## src/rtl/fsm_pkg.sv

```systemverilog
// Shared definitions for the fetch/issue front end and the execute FSM:
// state encoding, RV opcode values and the one-hot opcode class bit positions.
package fsm_pkg;

    typedef enum logic [2:0] {
        IDLE   = 3'd0,
        FETCH  = 3'd1,
        DECODE = 3'd2,
        ISSUE  = 3'd3,
        WAIT   = 3'd4,
        HALT   = 3'd5
    } state_t;

    localparam logic [6:0] OPC_LUI       = 7'b0110111;
    localparam logic [6:0] OPC_AUIPC     = 7'b0010111;
    localparam logic [6:0] OPC_JAL       = 7'b1101111;
    localparam logic [6:0] OPC_JALR      = 7'b1100111;
    localparam logic [6:0] OPC_BRANCH    = 7'b1100011;
    localparam logic [6:0] OPC_LOAD      = 7'b0000011;
    localparam logic [6:0] OPC_STORE     = 7'b0100011;
    localparam logic [6:0] OPC_LOAD_FP   = 7'b0000111;
    localparam logic [6:0] OPC_STORE_FP  = 7'b0100111;
    localparam logic [6:0] OPC_OP_FP     = 7'b1010011;
    localparam logic [6:0] OPC_OP_IMM_32 = 7'b0011011;
    localparam logic [6:0] OPC_OP_IMM    = 7'b0010011;
    localparam logic [6:0] OPC_OP        = 7'b0110011;
    localparam logic [6:0] OPC_OP_32     = 7'b0111011;
    localparam logic [6:0] OPC_SYSTEM    = 7'b1110011;
    localparam logic [6:0] OPC_MISC_MEM  = 7'b0001111;

    localparam int unsigned IDX_LUI       = 0;
    localparam int unsigned IDX_AUIPC     = 1;
    localparam int unsigned IDX_JAL       = 2;
    localparam int unsigned IDX_JALR      = 3;
    localparam int unsigned IDX_BRANCH    = 4;
    localparam int unsigned IDX_LOAD      = 5;
    localparam int unsigned IDX_STORE     = 6;
    localparam int unsigned IDX_LOAD_FP   = 7;
    localparam int unsigned IDX_STORE_FP  = 8;
    localparam int unsigned IDX_OP_FP     = 9;
    localparam int unsigned IDX_OP_IMM_32 = 10;
    localparam int unsigned IDX_OP_IMM    = 11;
    localparam int unsigned IDX_OP        = 12;
    localparam int unsigned IDX_OP_32     = 13;
    localparam int unsigned IDX_SYSTEM    = 14;
    localparam int unsigned IDX_MISC_MEM  = 15;
    localparam int unsigned IDX_ILLEGAL   = 31;

    function automatic logic [31:0] onehotBit(input int unsigned idx);
        return 32'h1 << idx;
    endfunction

endpackage

```

## src/rtl/opcode_onehot.sv

```systemverilog
// Combinational opcode classifier: maps ins[6:0] to a one-hot class word.
// Anything not in the table (including low bits != 2'b11) lands on the ILLEGAL bit.
module opcode_onehot
    import fsm_pkg::*;
(
    input  logic [6:0]  opcode_i,
    output logic [31:0] code_o,
    output logic        illegal_o
);

    always_comb begin
        code_o = onehotBit(IDX_ILLEGAL);
        case (opcode_i)
            OPC_LUI:       code_o = onehotBit(IDX_LUI);
            OPC_AUIPC:     code_o = onehotBit(IDX_AUIPC);
            OPC_JAL:       code_o = onehotBit(IDX_JAL);
            OPC_JALR:      code_o = onehotBit(IDX_JALR);
            OPC_BRANCH:    code_o = onehotBit(IDX_BRANCH);
            OPC_LOAD:      code_o = onehotBit(IDX_LOAD);
            OPC_STORE:     code_o = onehotBit(IDX_STORE);
            OPC_LOAD_FP:   code_o = onehotBit(IDX_LOAD_FP);
            OPC_STORE_FP:  code_o = onehotBit(IDX_STORE_FP);
            OPC_OP_FP:     code_o = onehotBit(IDX_OP_FP);
            OPC_OP_IMM_32: code_o = onehotBit(IDX_OP_IMM_32);
            OPC_OP_IMM:    code_o = onehotBit(IDX_OP_IMM);
            OPC_OP:        code_o = onehotBit(IDX_OP);
            OPC_OP_32:     code_o = onehotBit(IDX_OP_32);
            OPC_SYSTEM:    code_o = onehotBit(IDX_SYSTEM);
            OPC_MISC_MEM:  code_o = onehotBit(IDX_MISC_MEM);
            default:       code_o = onehotBit(IDX_ILLEGAL);
        endcase
        illegal_o = code_o[IDX_ILLEGAL];
    end

endmodule

```

## src/rtl/fsm_fetch_issue.sv

```systemverilog
// Fetch/issue front end for fsm_alu: fetches at the datapath PC, decodes the
// opcode class, pulses start and waits for exec_done before fetching again.
module fsm_fetch_issue
    import fsm_pkg::*;
#(
    parameter int XLEN    = 64,
    parameter int TIMEOUT = 16
)
(
    input  logic            clk,
    input  logic            reset,
    input  logic            run,
    input  logic [XLEN-1:0] pc,
    output logic            imem_req,
    output logic [XLEN-1:0] imem_addr,
    input  logic            imem_ack,
    input  logic [31:0]     imem_rdata,
    output logic [31:0]     ins,
    output logic [31:0]     code,
    output logic            start,
    input  logic            exec_done,
    output logic            illegal,
    output logic            bus_err
);

    localparam int CNT_W = (TIMEOUT > 1) ? $clog2(TIMEOUT) : 1;
    localparam logic [CNT_W-1:0] CNT_LAST = CNT_W'(TIMEOUT - 1);

    state_t            state_q, state_d;
    logic [CNT_W-1:0]  cnt_q, cnt_d;
    logic [XLEN-1:0]   addr_q, addr_d;
    logic [31:0]       ins_q, ins_d;
    logic [31:0]       code_q, code_d;
    logic              illegal_q, illegal_d;
    logic              bus_err_q, bus_err_d;

    logic [31:0]       decCode;
    logic              decIllegal;

    opcode_onehot u_decode (
        .opcode_i  (ins_q[6:0]),
        .code_o    (decCode),
        .illegal_o (decIllegal)
    );

    always_ff @(posedge clk) begin
        if (reset) begin
            state_q   <= IDLE;
            cnt_q     <= '0;
            addr_q    <= '0;
            ins_q     <= '0;
            code_q    <= '0;
            illegal_q <= 1'b0;
            bus_err_q <= 1'b0;
        end else begin
            state_q   <= state_d;
            cnt_q     <= cnt_d;
            addr_q    <= addr_d;
            ins_q     <= ins_d;
            code_q    <= code_d;
            illegal_q <= illegal_d;
            bus_err_q <= bus_err_d;
        end
    end

    // Every entry into FETCH captures the PC and restarts the ack timeout.
    always_comb begin
        state_d   = state_q;
        cnt_d     = cnt_q;
        addr_d    = addr_q;
        ins_d     = ins_q;
        code_d    = code_q;
        illegal_d = illegal_q;
        bus_err_d = bus_err_q;

        case (state_q)
            IDLE: begin
                if (run) begin
                    state_d = FETCH;
                    addr_d  = pc;
                    cnt_d   = '0;
                end
            end
            FETCH: begin
                if (imem_ack) begin
                    ins_d   = imem_rdata;
                    state_d = DECODE;
                end else if (cnt_q == CNT_LAST) begin
                    bus_err_d = 1'b1;
                    state_d   = HALT;
                end else begin
                    cnt_d = cnt_q + 1'b1;
                end
            end
            DECODE: begin
                code_d = decCode;
                if (decIllegal) begin
                    illegal_d = 1'b1;
                    state_d   = HALT;
                end else begin
                    state_d = ISSUE;
                end
            end
            ISSUE: begin
                state_d = WAIT;
            end
            WAIT: begin
                if (exec_done) begin
                    if (run) begin
                        state_d = FETCH;
                        addr_d  = pc;
                        cnt_d   = '0;
                    end else begin
                        state_d = IDLE;
                    end
                end
            end
            HALT: begin
                state_d = HALT;
            end
            default: begin
                state_d = IDLE;
            end
        endcase
    end

    assign imem_req  = (state_q == FETCH);
    assign start     = (state_q == ISSUE);
    assign imem_addr = addr_q;
    assign ins       = ins_q;
    assign code      = code_q;
    assign illegal   = illegal_q;
    assign bus_err   = bus_err_q;

endmodule

```

## config.mk

```make
export PLATFORM = sky130hd
export DESIGN_NAME = fsm_fetch_issue
export DESIGN_NICKNAME = d
export VERILOG_FILES = /design/src/rtl/fsm_pkg.sv /design/src/rtl/opcode_onehot.sv /design/src/rtl/fsm_fetch_issue.sv
export SDC_FILE = /design/constraint.sdc
export NUM_CORES = 1
export LEC_CHECK = 0
export BUFFER_PORTS_ARGS = -buffer_cell sky130_fd_sc_hd__clkbuf_2
export CAP_MARGIN = 5
export CORE_MARGIN = 3
export CORE_UTILIZATION = 34
export CTS_CLUSTER_SIZE = 20
export DETAILED_ROUTE_END_ITERATION = 16
export PLACE_DENSITY_LB_ADDON = 0.1
export SLEW_MARGIN = 20
export SYNTH_ARGS = -nofsm -noshare
export SYNTH_HDL_FRONTEND = slang
export SYNTH_SLANG_ARGS = --single-unit
export TNS_END_PERCENT = 50
```

## constraint.sdc

```tcl
create_clock -name clk -period 2.5 [get_ports clk]
set_clock_uncertainty 0.2 [all_clocks]
set_input_delay 0.25 -clock clk [delete_from_list [all_inputs] [get_ports clk]]
set_output_delay 0.25 -clock clk [all_outputs]
set_load 0.02 [all_outputs]
```

==> impl_results.md, run 1 <==
* Flops & latches, synth at 122
* Root buffer cell: clkbuf_16
* Max-Cap Viols at 0
* WS Path Type: flip-flop to flip-flop
* YS warnings at 0
* Die Y at 122 um
* WP data arrival at 2.14 ns
* Routed Antenna Nets at 0
* TNS Setup at 0 ns
* Core Region at 12,900 um^2
* CTS Sinks at 122
* Row Count at 41
* DR pass1 iterations at 4
* VDD IR-drop max at 0.000354 V
* Relative max-transition margin at 0.633
* Worst-margin pin slew at 0.544 ns
* Setup Buffers After CTS at 0
* Num CTS Buffers at 17
* Vias in the first global route at 4,749
* Layout fillers at 1,230
* Die area at 14,900 um^2
* HP Start: exec_done
* Initial antenna violation count at 0
* N_diodes at 0
* Area Overhead vs Synth at 58.7%
* Drt wl/cell at 13.3 um
* Initial Util at 0.355
* RePlAce Congestion at 0.795
* Period utilization at 0.804
* Longest Clk Path Bufs at 2
* Detailed-route DRC error count at 0
* Worst Path Max Fanout at 40
* Pleak at 3.26 nW
* Syn Inst Count at 574
* Asr flop ratio synth at 0
* CTS tree: done
* Final WL at 14,100 um
* Post-DP HPWL at 9250 um
* Most used flip-flop cell after synthesis: dfxtp_1
* Footprint of the multi-input gates at 1920 um^2
* Yosys cell types at 43
* Setup Viol. Count Final at 0
* Clock-pin slew on the worst setup and hold paths at 0.05 ns
* Post-Syn Area at 4590 um^2
* GRT Total Usage at 0.186
* Hold Vio Cnt, Final at 0
* Worst EP required at 2.63 ns
* Critical path startpoint: state_q[1]
* PwrDens at 696 nW/um^2
* Port bufs at 217
* Unrepaired setup endpoints after global routing: false
* Worst Hold Class: primary input to flip-flop
* DIE WIDTH at 122 um
* Largest net degree at the start of global routing at 51
* CTS H-tree lvls at 4
* Sequential area share after synthesis at 0.532
* Worst reg2reg startpoint: state_q[1]
* Later-pin clock latency in the skew report at 0.40 ns
* Status: completed
* Post-synth EDFFs at 0
* Worst setup EP type: flip-flop
* Min cycle time layout at 2.01 ns
* Mean Syn Cell Area at 8.00 um^2
* Core Util, Final at 0.564
* Global-route wire length before repair at 22,200 um
* FMAX at 497 MHz
* Fin. max-slew vios at 0
* Via count at 4,902
* 1st-iter DRT viols at 231
* Worst Setup Start Kind: flip-flop
* Vias per inst at 4.64
* GR Overflow Total at 0
* Ports at 233
* Nets at 975
* Register Area at 2440 um^2
* Share of layout cells above drive strength 1 at 0.297
## cells in the mapped netlist (2+ instances only)
| cell type | instances | share of area |
|---|---|---|
| nand2_1 | 204 | 0.17 |
| dfxtp_1 | 122 | 0.53 |
| a21oi_1 | 100 | 0.11 |
| clkbuf_1 | 31 | 0.025 |
| buf_4 | 16 | 0.026 |
| nor2_1 | 14 | 0.011 |
| nand3b_1 | 10 | 0.016 |
| o21ai_0 | 10 | 0.011 |
| buf_2 | 8 | 0.0087 |
| nand3_1 | 6 | 0.0065 |
| a22oi_1 | 4 | 0.0065 |
| nand2b_1 | 4 | 0.0054 |
| nor3_1 | 4 | 0.0044 |
| and3_1 | 3 | 0.0041 |
| a211oi_1 | 2 | 0.0033 |
| a31oi_1 | 2 | 0.0027 |
| and2_1 | 2 | 0.0027 |
| nor2b_1 | 2 | 0.0027 |
| nor3b_1 | 2 | 0.0033 |
| nor3b_2 | 2 | 0.0054 |
| nor4_1 | 2 | 0.0027 |
| o21ai_1 | 2 | 0.0022 |
| xor2_1 | 2 | 0.0038 |
## path summary, 6_finish.rpt
path,endpoint,cells after the start,slack [ns]
setup / recovery,imem_addr[22],5,0.49
hold / removal,state_q[0],4,0.06
setup reg to reg,imem_addr[22],5,0.49
hold reg to reg,imem_addr[59],2,0.25
## where the power goes
group | switching [W] | total (W) | internal [W]
Combinational | 0.000428 | 0.000744 | 0.000316
Sequential | 0.0000632 | 0.00211 | 0.00205
Clock | 0.000820 | 0.00223 | 0.00140
Total | 0.00131 | 0.00508 | 0.00377
## critical path: stages (launching register included)
cell and delay [ns]:
dfxtp_1 0.40, nor2_1 0.22, and3_2 0.59, buf_12 0.28, nand2_1 0.09, a21oi_1 0.13
## cells by family (layout without fill, tap and decap cells)
| family | after synthesis | count (layout) | share of synthesized area |
|---|---|---|---|
| xor gates and xnor gates | 2 | 2 | 0.00381 |
| buffers and inverters | 58 | 355 | 0.0643 |
| adders and majority gates | 1 | 1 | 0.00272 |
| and+or+nand+nor | 260 | 260 | 0.243 |
| muxes | 1 | 1 | 0.00218 |
| DFF | 122 | 122 | 0.532 |
| other | 1 | 15 | 0.000816 |
| AOI/OAI and AO/OA | 129 | 129 | 0.151 |
## registers in the layout, summed over array words and instances, names as in the netlist
| register | cells |
|---|---|
| state_q | 3 |
| bus_err | 1 |
| imem_addr | 64 |
| cnt_q | 4 |
| illegal | 1 |
| ins | 32 |
| code | 17 |
## layer usage
layer	vias up	share of wire	GRT usage
met2	182	0.49	0.304
met4	0	0.042	0.116
met3	47	0.066	0.0571
met5	-	0	0
li1	2464	-	-
met1	2209	0.41	0.212
## what timing repair did
| item | in CTS | in global routing |
|---|---|---|
| hold buffers | 97 | 0 |
| resized for setup | 0 | 0 |
| endpoints found under the hold margin | 97 | 0 |
## cell type report
type                            instances  share of cell area
Clock buffer                           23              0.0697
Clock inverter                          8             0.00583
Inverter                                1            0.000515
Multi-Input combinational cell        408               0.263
Sequential cell                       122               0.335
Tap cell                              172              0.0295
Timing Repair Buffer                  323               0.297
## cell usage in the layout, fill, tap and decap left out, drive strengths merged, types with 10 or more instances in the layout
master,count
dfxtp,122
dlygate4sd3,97
conb,15
nand2,204
clkbuf,239
buf,10
nand3b,10
nor2,14
a21oi,100
o21ai,12
## metrics by stage
step	cell area, um^2	hold WS, ns	power [W]	setup slack [ns]	cells
after global placement	5770	0.240	0.00276	0.569	929
after CTS	7290	0.0467	0.00514	0.498	1057
after global routing	7290	0.0806	0.00531	0.328	1057
final	7290	0.0616	0.00508	0.489	1057
after floorplan	4650	0.186	0.00254	0.718	588
after detailed placement	5770	0.249	0.00277	0.515	929
Note: power is estimated with default switching activity, not from simulation.
==> run 2, diff against run 1 <==
- clock period: 2.5 -> 1.7 ns (I/O delays scaled with it)
==> run 2 against run 1 <==
  * Flip-flop and latch count is the same
  * Fmax up 19%
  * First-iteration DRC count grew 6.1%
  * Non-clock buffer count up 19
  * Via count grew 1.8%
  * Routed wire length is 3.2% higher
  * Register-to-register slack worse by 0.48 ns
==> impl_results.md, run 2 (synthesis results as in run 1) <==
* WP data arrival at 1.83 ns
* Dpl ws at 0.0207 ns
* Total Power at 0.00820 W
* Drt wl/cell at 13.5 um
* Detailed-route DRC error count at 0
* Worst EP required at 1.84 ns
* Max FFs per register at 64
* Most common cell after layout, fill and taps aside: clkbuf_2
* Status: completed
* Core Util, Final at 0.592
* Worst Setup Start Kind: flip-flop
* Setup Viol. Count Final at 0
* 1st-iter DRT viols at 245
* Most frequent cells in the layout: clkbuf_2, nand2_1, dfxtp_1
* GRT Total Usage at 0.189
* Via count at 4,989
* Reg2reg setup slack at 0.01 ns
* Register Area at 2450 um^2
* Setup ws final at 0.0122 ns
* Layout fillers at 1,178
* Period utilization at 0.993
* CP max stage delay at 0.42 ns
* Hold Vio Cnt, Final at 0
* Routed Antenna Nets at 0
* Critical path cell sequence: buf_4 > or3b_4 > or4_4 > o21ai_1
* Root buffer cell: clkbuf_16
* Worst setup EP type: flip-flop
* Global-route wire length before repair at 22,700 um
* Initial Util at 0.355
* Footprint of the multi-input gates at 1960 um^2
* TNS Setup at 0 ns
* Top Family by Delay on Critical Path: simple AND/OR/NAND/NOR gates
* RePlAce Congestion at 0.790
* Crit-path slowest cell: or4_4
* CTS H-tree lvls at 4
* Vias in the first global route at 4,789
* Min cycle time layout at 1.69 ns
* Unrepaired setup endpoints after global routing: true
* N_diodes at 0
* Clock-pin slew on the worst setup and hold paths at 0.05 ns
* Worst Path Max Fanout at 4
* Worst Hold Class: primary input to flip-flop
* Largest net degree at the start of global routing at 64
* Row Count at 41
* Pleak at 3.42 nW
* CP Buf/Inv Count at 1
* DR pass1 iterations at 4
* Port bufs at 217
* FMAX at 592 MHz
* GR Overflow Total at 0
* Die area at 14,900 um^2
* Die Y at 122 um
* Max-Cap Viols at 0
* Hold slack at 0.0673 ns
* Initial antenna violation count at 0
* Vias per inst at 4.64
* WS Path Type: flip-flop to flip-flop
* DIE WIDTH at 122 um
* Later-pin clock latency in the skew report at 0.41 ns
* CTS tree: done
* Post-DP HPWL at 9270 um
* Area Overhead vs Synth at 66.6%
* Share of layout cells above drive strength 1 at 0.314
* Fin. max-slew vios at 0
* Final WL at 14,500 um
* Nets at 994
* Longest Clk Path Bufs at 2
* VDD IR-drop max at 0.000611 V
* PwrDens at 1070 nW/um^2
* Core Region at 12,900 um^2
* CTS Sinks at 122
* Ports at 233
* Num CTS Buffers at 17
run 2: final cells by class:
type                            count  share of cell area
Multi-Input combinational cell    408               0.256
Clock buffer                       23              0.0625
Timing Repair Buffer              342               0.311
Sequential cell                   122               0.320
Clock inverter                      8              0.0216
Tap cell                          172              0.0281
Inverter                            1            0.000491
run 2: final timing paths:
kind / startpoint / to / cells past startpoint
setup / recovery: state_q[2] / code[15] / 4
setup reg to reg: state_q[2] / code[15] / 4
hold / removal: imem_ack / state_q[2] / 4
hold reg to reg: ins[28] / ins[28] / 2
run 2: worst reg2reg max path, delay by kind of cell, from the launching register on:
family                 cells  cell delay (ns)
and+or+nand+nor            2             0.79
DFF                        1             0.35
buffers and inverters      1             0.14
AOI/OAI and AO/OA          1             0.13
run 2: layer usage:
metal,GRT usage,vias to the layer above,part of all wire,routed length (um)
met1,0.215,2278,0.41,5900
li1,-,2504,-,-
met3,0.0659,36,0.068,984
met4,0.0952,0,0.031,458
met2,0.316,171,0.50,7210
met5,0,-,0,0
run 2: report_power, final:
part           internal, W  switching, W  total [W]  leakage (nW)
sequential         0.00301     0.0000851    0.00309         0.997
combinational     0.000527      0.000661    0.00119          2.11
clock              0.00270       0.00122    0.00392         0.317
run 2: metrics by stage:
step | cell area [um^2] | instances
after floorplan | 4670 | 588
after global placement | 5910 | 942
after detailed placement | 5910 | 942
after CTS | 7590 | 1075
after global routing | 7650 | 1076
final | 7650 | 1076
run 2: what timing repair did:
action,CTS,global route
hold endpoints to repair,108,0
buffers inserted,3,0
cloned,0,1
hold buffers,99,0
endpoints found under the setup margin,1,61
gates resized for setup,7,9
pin swaps,1,2
==> run 3, diff against run 2 <==
--- a/config.mk
+++ b/config.mk
@@ -6,4 +6,5 @@
 export NUM_CORES = 1
 export LEC_CHECK = 0
+export ABC_AREA = 1
 export BUFFER_PORTS_ARGS = -buffer_cell sky130_fd_sc_hd__clkbuf_2
 export CAP_MARGIN = 5
==> constraint.sdc (replaced) <==
create_clock -name clk -period 1.7 [get_ports clk]
set_clock_uncertainty 0.2 [all_clocks]
set_input_delay 0.51 -clock clk [delete_from_list [all_inputs] [get_ports clk]]
set_output_delay 0.51 -clock clk [all_outputs]
set_load 0.02 [all_outputs]
==> run 3 against run 2 <==
  * Sequential power up 31%
  * Global-route usage down 0.85 points
  * Final cell count up 0.74%
  * The run now ends with setup timing left
  * Routed wire length up 2.0%
  * Clock power down 2%
  * Critical path depth up 9
  * Highest routed layer unchanged
==> impl_results.md, run 3 <==
* Status: finished, violations left
* Failing checks: setup timing
* Vias per inst at 4.55
* Max-Cap Viols at 0
* Worst Hold Class: primary input to flip-flop
* Final WL at 14,800 um
* Cell Area, Placed at 6150 um^2
* Flops & latches, synth at 122
* Clock-pin slew on the worst setup and hold paths at 0.06 ns
* Final instance area at 7820 um^2
* DR pass1 iterations at 4
* Die area at 15,400 um^2
* Min cycle time layout at 1.98 ns
* Via count at 4,930
* Initial antenna violation count at 0
* Core Util, Final at 0.581
* Die Y at 124 um
* Nets at 997
* Sequential area share after synthesis at 0.515
* Share of layout cells above drive strength 1 at 0.474
* Initial Util at 0.352
* Period utilization at 1.17
* Most frequent cells in the layout: clkbuf_2, nor2_1, dfxtp_1
* Post-synth EDFFs at 0
* Worst Setup Start Kind: flip-flop
* 1st-iter DRT viols at 194
* Largest net degree at the start of global routing at 50
* PwrDens at 1790 nW/um^2
* CTS H-tree lvls at 4
* Share of the synthesized area in the top cell type at 0.515
* CTS Sinks at 122
* Most used flip-flop cell after synthesis: dfxtp_1
* Synth cell count leaders: nor2_1, dfxtp_1, nand2_1
* Count leader, synth: nor2_1
* CTS tree: done
* Post-Syn Area at 4740 um^2
* Later-pin clock latency in the skew report at 0.41 ns
* Port bufs at 217
* VDD IR-drop max at 0.00105 V
* WS Path Type: flip-flop to flip-flop
* Core Region at 13,500 um^2
* Detailed-route DRC error count at 0
* Worst Path Max Fanout at 6
* Yosys cell types at 29
* Post-DP HPWL at 9480 um
* GR Overflow Total at 0
* Drt wl/cell at 13.7 um
* Asr flop ratio synth at 0
* Root buffer cell: clkbuf_16
* GRT Total Usage at 0.181
* Mean Syn Cell Area at 7.63 um^2
* Ports at 233
* Worst setup EP type: flip-flop
* TNS Setup at -16.80 ns
* Routed Antenna Nets at 0
* Unrepaired setup endpoints after global routing: true
* RePlAce Congestion at 0.797
* Most common cell after layout, fill and taps aside: clkbuf_2
* N_diodes at 0
* Global-route wire length before repair at 21,800 um
* Syn Inst Count at 621
* Row Count at 42
* Fin. max-slew vios at 0
* Max FFs per register at 64
* Pleak at 3.63 nW
* Setup ws final at -0.283 ns
* Longest Clk Path Bufs at 2
* WP data arrival at 2.09 ns
* DIE WIDTH at 124 um
* Worst EP required at 1.81 ns
* Hold Vio Cnt, Final at 0
* YS warnings at 0
* Largest cells by area after synthesis: dfxtp_1, nor2_1, o21ai_1
* Area Overhead vs Synth at 65.1%
* Num CTS Buffers at 17
* Vias in the first global route at 4,553
* Synth area leader: dfxtp_1
* FMAX at 504 MHz
* Setup Viol. Count Final at 90
==> run 3: cell count changes after synthesis, sizes merged, moves of 13 or more <==
cell	delta
nor2	+194
nand2	-144
o21ai	+85
a21oi	-69
inv	+20
clkbuf	-13
nand3	+13
==> run 3: critical path: stages (launching register included) <==
cell and delay [ns]:
dfxtp_2 0.36, inv_4 0.04, buf_6 0.12, nand3_4 0.07, clkinv_4 0.07, buf_6 0.12, nand2_2 0.07, o21ai_4 0.06
nor2_4 0.16, nand2_8 0.12, buf_12 0.16, clkbuf_16 0.15, o21ai_2 0.11, nor2_1 0.06
==> run 3: final cells by class <==
| type | instances | area [um^2] |
|---|---|---|
| Clock buffer | 20 | 467 |
| Clock inverter | 12 | 170 |
| Fill cell | 1245 | 5630 |
| Inverter | 23 | 110 |
| Multi-Input combinational cell | 443 | 2300 |
| Sequential cell | 122 | 2460 |
| Tap cell | 176 | 220 |
| Timing Repair Buffer | 288 | 2090 |
==> run 3: where the power goes <==
| group | total (W) | internal, W | leakage, nW | switching (W) |
|---|---|---|---|---|
| clock network | 0.00385 | 0.00256 | 0.304 | 0.00129 |
| registers | 0.00405 | 0.00358 | 1.01 | 0.000469 |
| logic | 0.00607 | 0.00282 | 2.32 | 0.00326 |
| total | 0.0140 | 0.00896 | 3.63 | 0.00502 |
==> run 3: logic make-up after synthesis <==
kind of cell               Yosys count  share of synthesized area
adders and majority gates            1                    0.00264
and+or+nand+nor                    296                      0.252
DFF                                122                      0.515
other                                1                   0.000791
buffers and inverters               71                     0.0885
AOI/OAI and AO/OA                  130                      0.140
==> run 3: metal layers <==
layer / up-vias / part of all wire / GRT usage / wire length, um
met1: 2240 / 0.42 / 0.215 / 6290
met3: 10 / 0.071 / 0.0577 / 1060
met2: 152 / 0.50 / 0.306 / 7370
li1: 2528 / - / - / -
met4: 0 / 0.0084 / 0.0643 / 125
met5: - / 0 / 0 / 0
==> run 3: worst paths after layout <==
kind / startpoint / to / slack (ns) / depth (start not counted)
worst max-delay path: state_q[1] / imem_addr[61] / -0.28 / 13
worst min-delay path: pc[46] / imem_addr[46] / 0.13 / 3
worst max register to register: state_q[1] / imem_addr[61] / -0.28 / 13
worst min register to register: illegal / illegal / 0.25 / 2
==> run 3: stage by stage <==
step                      setup slack, ns  total power (W)  instances  hold WS [ns]
after global placement             -0.171          0.00800       1019         0.239
after floorplan                   -0.0245          0.00673        635         0.258
final                              -0.283           0.0140       1084         0.133
after CTS                          -0.310           0.0128       1071         0.113
after global routing               -0.366           0.0147       1084         0.138
after detailed placement           -0.185          0.00808       1019         0.248
==> run 3: repair_timing <==
| action | 4_1_cts | 5_1_grt |
|---|---|---|
| gates resized for setup | 37 | 141 |
| setup endpoints to repair | 98 | 120 |
| cloned | 7 | 6 |
| pin swaps | 6 | 43 |
| setup buffers | 13 | 13 |
| hold buffers | 0 | 0 |
